[src/rtl/unit_output.sv]
`timescale 1ns/1ps
`default_nettype none
// ============================================================================
// Module   : unit_output
// Purpose  : Transmit side of the unit's narrow packet bus. Accepts an output
//            request, prefetches the thread's result words from unit memory
//            through a 2-entry FIFO, and serializes them as a header chunk
//            followed by RATIO chunks per word (LSB chunk first). ctrl marks
//            the header and the final data chunk. When the packet is done the
//            thread-state memory is written with THREAD_STATE_NONE.
// Ports    : CLK, RST_N            clock / async active-low reset
//            req, req_thread, req_addr, req_len, req_type, req_ack, busy
//                                  request handshake (len 0 = 32 words)
//            mem_addr, mem_rd_en, mem_dout
//                                  memory read port, 1-cycle read latency
//            dout, wr_en, ctrl, full
//                                  chunk stream to the arbiter
//            ts_num, ts_wr_en, ts_wr
//                                  thread-state write port
// Revision : 1.0  initial release
// ============================================================================
module unit_output #(
   parameter int N_THREADS      = 8,
   parameter int OUTPUT_WIDTH   = 16,
   parameter int MEM_ADDR_W     = 8,
   parameter int THREAD_STATE_W = 2,
   parameter logic [THREAD_STATE_W-1:0] THREAD_STATE_NONE = '0
) (
   input  logic                                     CLK,
   input  logic                                     RST_N,
   input  logic                                     req,
   input  logic [$clog2(N_THREADS)-1:0]             req_thread,
   input  logic [MEM_ADDR_W-1:0]                    req_addr,
   input  logic [4:0]                               req_len,
   input  logic [2:0]                               req_type,
   output logic                                     req_ack,
   output logic                                     busy,
   output logic [$clog2(N_THREADS)+MEM_ADDR_W-1:0]  mem_addr,
   output logic                                     mem_rd_en,
   input  logic [31:0]                              mem_dout,
   output logic [OUTPUT_WIDTH-1:0]                  dout,
   output logic                                     wr_en,
   output logic                                     ctrl,
   input  logic                                     full,
   output logic [$clog2(N_THREADS)-1:0]             ts_num,
   output logic                                     ts_wr_en,
   output logic [THREAD_STATE_W-1:0]                ts_wr
);

   localparam int TW    = $clog2(N_THREADS);
   localparam int RATIO = 32 / OUTPUT_WIDTH;
   localparam int CW    = (RATIO > 1) ? $clog2(RATIO) : 1;
   localparam logic [CW-1:0] c_chunk_last = CW'(RATIO - 1);

   typedef enum logic [2:0] {
      S_IDLE     = 3'd0,
      S_HEADER   = 3'd1,
      S_DATA     = 3'd2,
      S_TS_WRITE = 3'd3,
      S_DONE     = 3'd4
   } state_t;

   state_t                  r_state, w_next;

   logic [TW-1:0]           r_thread;
   logic [MEM_ADDR_W-1:0]   r_addr;
   logic [2:0]              r_type;
   logic [5:0]              r_rd_left;     // words still to be read
   logic [5:0]              r_wd_left;     // words still to be sent
   logic [CW-1:0]           r_chunk;
   logic                    r_ack;
   logic                    r_pend;        // read issued last cycle, data arrives now
   logic [31:0]             r_fifo [0:1];
   logic                    r_wp, r_rp;
   logic [1:0]              r_cnt;

   logic                    w_accept;
   logic                    w_rd_ok;
   logic                    w_push;
   logic                    w_pop;
   logic                    w_last;
   logic [OUTPUT_WIDTH-1:0] w_hdr;
   logic [OUTPUT_WIDTH-1:0] w_chunk;

   // DONE accepts a new request too, so a held req restarts two edges after
   // the final chunk is taken.
   assign w_accept = ((r_state == S_IDLE) || (r_state == S_DONE)) && req;
   assign w_rd_ok  = (({1'b0, r_cnt} + {2'b00, r_pend}) < 3'd2) && (r_rd_left != 6'd0);
   assign w_push   = r_pend;
   assign w_pop    = wr_en && (r_state == S_DATA) && (r_chunk == c_chunk_last);
   assign w_last   = (r_chunk == c_chunk_last) && (r_wd_left == 6'd1);
   assign w_chunk  = r_fifo[r_rp][r_chunk*OUTPUT_WIDTH +: OUTPUT_WIDTH];

   assign req_ack  = r_ack;
   assign mem_addr = {r_thread, r_addr};
   assign ts_wr    = THREAD_STATE_NONE;

   always_comb begin
      w_hdr          = '0;
      w_hdr[2:0]     = r_type;
      w_hdr[3 +: TW] = r_thread;
   end

   always_ff @(posedge CLK or negedge RST_N) begin
      if (!RST_N) begin
         r_state <= S_IDLE;
      end else begin
         r_state <= w_next;
      end
   end

   always_comb begin
      w_next    = r_state;
      busy      = 1'b0;
      mem_rd_en = 1'b0;
      dout      = '0;
      wr_en     = 1'b0;
      ctrl      = 1'b0;
      ts_wr_en  = 1'b0;
      ts_num    = '0;
      case (r_state)
         S_IDLE: begin
            if (req) w_next = S_HEADER;
         end
         S_HEADER: begin
            busy      = 1'b1;
            mem_rd_en = w_rd_ok;
            dout      = w_hdr;
            ctrl      = 1'b1;
            wr_en     = ~full;
            if (!full) w_next = S_DATA;
         end
         S_DATA: begin
            busy      = 1'b1;
            mem_rd_en = w_rd_ok;
            if (r_cnt != 2'd0) begin
               dout  = w_chunk;
               ctrl  = w_last;
               wr_en = ~full;
               if (!full && w_last) w_next = S_TS_WRITE;
            end
         end
         S_TS_WRITE: begin
            busy     = 1'b1;
            ts_wr_en = 1'b1;
            ts_num   = r_thread;
            w_next   = S_DONE;
         end
         S_DONE: begin
            w_next = req ? S_HEADER : S_IDLE;
         end
         default: w_next = S_IDLE;
      endcase
   end

   always_ff @(posedge CLK or negedge RST_N) begin
      if (!RST_N) begin
         r_thread  <= '0;
         r_addr    <= '0;
         r_type    <= '0;
         r_rd_left <= '0;
         r_wd_left <= '0;
         r_chunk   <= '0;
         r_ack     <= 1'b0;
         r_pend    <= 1'b0;
         r_wp      <= 1'b0;
         r_rp      <= 1'b0;
         r_cnt     <= 2'd0;
         for (int i = 0; i < 2; i++) r_fifo[i] <= '0;
      end else begin
         r_ack  <= w_accept;
         r_pend <= mem_rd_en;
         if (w_accept) begin
            r_thread  <= req_thread;
            r_addr    <= req_addr;
            r_type    <= req_type;
            // length 0 encodes 32 words
            r_rd_left <= {(req_len == 5'd0), req_len};
            r_wd_left <= {(req_len == 5'd0), req_len};
            r_chunk   <= '0;
            r_wp      <= 1'b0;
            r_rp      <= 1'b0;
            r_cnt     <= 2'd0;
         end else begin
            if (mem_rd_en) begin
               r_addr    <= r_addr + 1'b1;
               r_rd_left <= r_rd_left - 6'd1;
            end
            if (w_push) begin
               r_fifo[r_wp] <= mem_dout;
               r_wp         <= ~r_wp;
            end
            if (wr_en && (r_state == S_DATA)) begin
               if (r_chunk == c_chunk_last) begin
                  r_chunk   <= '0;
                  r_rp      <= ~r_rp;
                  r_wd_left <= r_wd_left - 6'd1;
               end else begin
                  r_chunk <= r_chunk + 1'b1;
               end
            end
            if (w_push && !w_pop)      r_cnt <= r_cnt + 2'd1;
            else if (!w_push && w_pop) r_cnt <= r_cnt - 2'd1;
         end
      end
   end

endmodule
`default_nettype wire
[config.mk]
export PLATFORM = sky130hd
export DESIGN_NAME = unit_output
export DESIGN_NICKNAME = d
export VERILOG_FILES = /design/src/rtl/unit_output.sv
export SDC_FILE = /design/constraint.sdc
export NUM_CORES = 1
export LEC_CHECK = 0
export BUFFER_PORTS_ARGS = -buffer_cell sky130_fd_sc_hd__buf_2
export CORE_MARGIN = 2
export CORE_UTILIZATION = 45
export DETAILED_ROUTE_END_ITERATION = 10
export GPL_TIMING_DRIVEN = 0
export PLACE_DENSITY = 0.74
export SLEW_MARGIN = 10
export SYNTH_ARGS = -nofsm -noshare
export SYNTH_HDL_FRONTEND = slang
export SYNTH_SLANG_ARGS = --single-unit
[constraint.sdc]
create_clock -name CLK -period 3.45 [get_ports CLK]
set_input_delay 0.69 -clock CLK [delete_from_list [all_inputs] [get_ports CLK]]
set_output_delay 0.69 -clock CLK [all_outputs]
set_load 0.01 [all_outputs]
# == Word-level counts from Yosys, hierarchy flattened ==
# Cells that the tools add are included.
# totals
regBits,100
input_bits,55
# op_classes
n_addsub,7
magnitude_cmp,4
n_eq_ne,9
shift,1
n_mux,40
bitwise_logic,6
n_reduce_logical,27
# ops
op,count
$mux W32,4
$bwmux W64,1
$demux W32 S1,1
$pmux W16 S2,1
$shiftx A32 B6 Y16,1
$mux W6,5
$mux W16,1
$mux W8,2
$mux W3,5
$pmux W3 S5,1
$mux W1,14
$sub A6 B1 Y6 const B,2
$reduce_bool A2 Y1,5
$logic_and A1 B1 Y1,9
$add A8 B1 Y8 const B,1
$ne A2 B2 Y1 const B,4
$eq A3 B2 Y1 const B,2
$eq A6 B1 Y1 const B,1
$mux W2,3
$reduce_bool A6 Y1,1
$logic_not A5 Y1,1
$ge A2 B2 Y1 const B,2
$not A1 Y1,4
$not A1 Y2,2
17 further kinds,21

# == Longest topological paths before layout ==
# depth
depth_word,9
depth_mapped,8

# == Worst setup path before layout ==
# OpenSTA, ideal clock, no wires.
# synth_timing
path_kind,reg2out
start,reg r_rp
end,out dout[10]
arrival_time_ns,1.554
t_required_ns,2.760
setup_slack_ns,1.206
path_stages_with_launch,5
path_buffers,2
path_cell_list,dfrtp_1 > buf_2 > buf_2 > mux4_2 > and2_1
# synth_via
elab_chain_len,7
# synth_rtl
element,line_no,source
from (decl),74,"logic r_wp, r_rp;"
from (signal assigned),196,r_rp <= ~r_rp;
$not A1 Y2 (implied by the code),92,assign w_chunk = r_fifo[r_rp][r_chunk*OUTPUT_WIDTH +: OUTPUT_WIDTH];
$mux W32 (implied by the code) (3 in a row),92,
$shiftx A32 B6 Y16,92,
$mux W16,136,if (r_cnt != 2'd0) begin
$pmux W16 S2,121,case (r_state)
to (decl),41,"output logic [OUTPUT_WIDTH-1:0] dout,"
# Every way passes these cells. The select of a mux whose other input is x is not followed.

# == Worst setup path after layout ==
# layout_timing
start,reg r_state[1]
end,out dout[13]
# layout_via
elab_chain_len,2
elab_cells_between_ends,3
# layout_rtl
element,line_no,source
from (decl),63,"state_t r_state, w_next;"
from (signal assigned),108,r_state <= w_next;
$eq A3 B2 Y1 / $eq A3 B1 Y1 (equally long branches),121,
$pmux W16 S2 *,121,
# Every way passes the cells marked *; elsewhere a longest branch is shown, timed or not.

==> out/metrics.yaml <==
drt:
  vias: 3492
  wl_per_cell_um: 17.3
  ant_nets: 0
  dr.pass1.iters: 4
  vias_per_cell: 5.50
  route.detailed.drc: 0
  drtIter0Drc: 123
  routed_wl_um: 11000
pwr:
  ir_drop_mv: 0.534
  power_mw: 4.93
  p_leak_nw: 2.56
  powerDensity_nw_per_um2: 869
grt:
  grt_pass1_wl_um: 17500
  grt.overflow.total: 0
  grt_pass1_vias: 3556
  grt_max_degree: 70
  grt_use_total: 0.197
  antenna_found_initial: 0
clock_network:
  cts-root-buf: "clkbuf_8"
  cts_tree: "built"
  numCtsBuffers: 9
  cts.path.max_buffers: 2
  clkLatencyLatePin_ns: 0.37
  path_clk_slew_ns: 0.09
  cts_setup_buffers: 0
  cts_max_level: 3
  clock_sinks: 100
  cts_hold_buf: 0
  ctsResizeCount: 0
setup_path:
  crit_path_max_fanout: 10
  worst_ep_required_time_ns: 2.76
  crit_type: "reg -> out"
  slowest_stage: "nor2_1"
  r2r_cells: 6
  path_delay_family: "simple AND/OR/NAND/NOR gates"
  cp_num_buf_inv: 3
  worstPathCellList: "buf_2, nor2b_1, nand2_1, nor2_1, clkbuf_2, and2_1, buf_2"
  rrSetupSlack_ns: 1.32
  crit_arrival_ns: 2.45
  worstReg2RegStart: "r_state[1]"
  cpMostUsedCell: "buf_2"
  cp-start-kind: "flop"
  critPathMaxStageDelay_ns: 0.40
  rr_endpoint: "r_addr[3]"
  endpoint_kind: "primary output"
finish:
  nets: 555
  area_delta_synth_final_pct: 17.0
  fillCellCount: 922
  post_route_cells_drive_above_1_share: 0.421
  finish.utilization: 0.546
  insertedDiodeCount: 0
place:
  hpwl_um: 7840
  gp_congestion: 0.882
  port_buffers: 90
  place_ws_ns: 0.555
sta:
  slew_violations: 0
  timing.slew.headroom: 0.444
  finalWorstSetupSlack_ns: 0.312
  max_slew.worst_pin.slew_ns: 0.828
  setup_violations: 0
  rsz0062_at_grt: "no"
  fmax_mhz: 319
  finalCritPeriodShare: 0.910
  holdWs_ns: 0.266
  final.setup_skew_ns: 0.00715
  fin_crit_ns: 3.14
  hold_violations: 0
  setup_tns_ns: 0
die:
  die_height_um: 108
  die_area_um2: 11600
  fp.dieW_um: 108
  start_util: 0.467
  io_pins: 93
  rows: 37
  core_um2: 10400
synthesis:
  async_flop_share: 1.00
  yosysUniqueCellTypes: 53
  synth-edff-count: 0
  avgSynthCellArea_um2: 12.4
  syn_inst: 392
  synth_seq_area_share: 0.517
  netlist_area_um2: 4840
  synth_ff_type: "dfrtp_1"
  yosysWarnings: 0
  ys_seq_elements: 100
job:
  cap_violations: 0
worst_hold_path:
  holdCritPathClass: "in -> async"
outcome:
  status: "finished clean"
## how the worst max path moves through the flow
stage / slack, ns / from / cells past startpoint / to
3_5_place_dp: 0.56 / r_state[1] / 7 / dout[13]
4_1_cts: 0.13 / r_state[1] / 7 / dout[13]
6_report: 0.31 / r_state[1] / 7 / dout[13]
3_3_place_gp: 0.55 / r_chunk / 5 / dout[13]
5_1_grt: 0.11 / r_state[1] / 7 / dout[9]
2_1_floorplan: 1.21 / r_rp / 4 / dout[10]
## flip-flops by register name (all words and copies together) (netlist names)
name,cells
r_state,3
r_rp,1
r_fifo,64
r_wp,1
r_addr,8
r_rd_left,6
r_chunk,1
r_thread,3
r_cnt,2
r_wd_left,6
r_pend,1
req_ack,1
r_type,3
## worst register-to-register path, stage by stage (launching register included)
cell,delay [ns]
dfrtp_1,0.33
buf_2,0.20
or3b_1,0.28
clkbuf_1,0.42
clkbuf_1,0.51
o32ai_1,0.16
a31oi_1,0.17
## power breakdown
part	switching [mW]	total, mW	internal (mW)	leakage, nW
Sequential	0.362	2.11	1.75	1.20
Clock	0.406	0.668	0.263	0.0827
Combinational	1.05	2.14	1.09	1.28
## cell usage after synthesis, types with 2 or more instances
cell	count	area, µm²
o21bai_1	2	15.0
ha_1	5	62.6
or3_1	5	31.3
nor2_1	18	67.6
dfrtp_1	100	2500
buf_1	2	7.51
a22o_1	6	52.6
xnor2_1	4	35.0
and3_1	3	18.8
inv_1	7	26.3
buf_4	2	15.0
or4_1	3	22.5
o21ai_1	2	10.0
nand2_1	35	131
nand4_1	2	12.5
a221o_1	2	20.0
o211ai_1	4	30.0
nand3_1	9	45.0
xor2_1	3	26.3
a31oi_1	5	31.3
a21oi_1	10	50.1
buf_2	11	55.1
o31ai_1	3	22.5
mux4_2	16	360
mux2_2	64	721
clkbuf_1	9	33.8
o32ai_1	2	17.5
or2_2	3	18.8
and2_1	13	81.3
o21ai_0	9	45.0
nor3b_1	2	15.0
nor3_1	9	45.0
mux2i_1	2	20.0
## area by class of cell
class                   count  area [µm²]  area share
clock inverters             5        38.8     0.00685
multi-input cells         260        2190       0.387
clock buffers              10         128      0.0225
repair buffers             91         480      0.0848
flip-flops and latches    100        2500       0.442
inverters                   8        30.0     0.00530
well taps                 136         170      0.0300
plain buffers              25         125      0.0221
## logic make-up after synthesis
kind of cell               synth area share
buffers and inverters                0.0315
AOI/OAI and AO/OA                    0.0788
other                              0.000774
DFF                                   0.517
xor gates and xnor gates             0.0127
adders and majority gates            0.0129
and+or+nand+nor                       0.117
muxes                                 0.230
## layer usage
layer	vias to the layer above	wire, µm	share of wire	GRT usage
li1	1622	-	-	-
met5	-	0	0	0
met2	91	5360	0.49	0.327
met4	0	144	0.013	0.0668
met1	1767	4800	0.44	0.247
met3	12	696	0.063	0.0563
## per-stage QoR
| stage | instance area (µm²) | cells |
|---|---|---|
| 3_5_place_dp | 5500 | 620 |
| 3_3_place_gp | 5470 | 619 |
| 5_1_grt | 5670 | 635 |
| 6_report | 5670 | 635 |
| 4_1_cts | 5660 | 635 |
| 2_1_floorplan | 4850 | 393 |
## cells in the final DEF (no fill, tap or decap), drive strengths merged, types with 2 or more instances in the layout
cell,count
buf,107
a21oi,10
and2,13
nand2,35
clkinv,3
xor2,3
o211ai,5
nor3b,2
nor3,9
o21bai,2
ha,5
mux2i,2
nor2,18
conb,2
o32ai,2
mux2,65
or4,3
nand3,9
mux4,16
a221o,2
o21ai,11
a31oi,5
or2,3
and3,3
o31ai,3
dfrtp,100
a22o,6
or3,5
inv,9
clkbuf,19
xnor2,4
nand4,2
No activity file was read; power rests on OpenSTA's default activity.
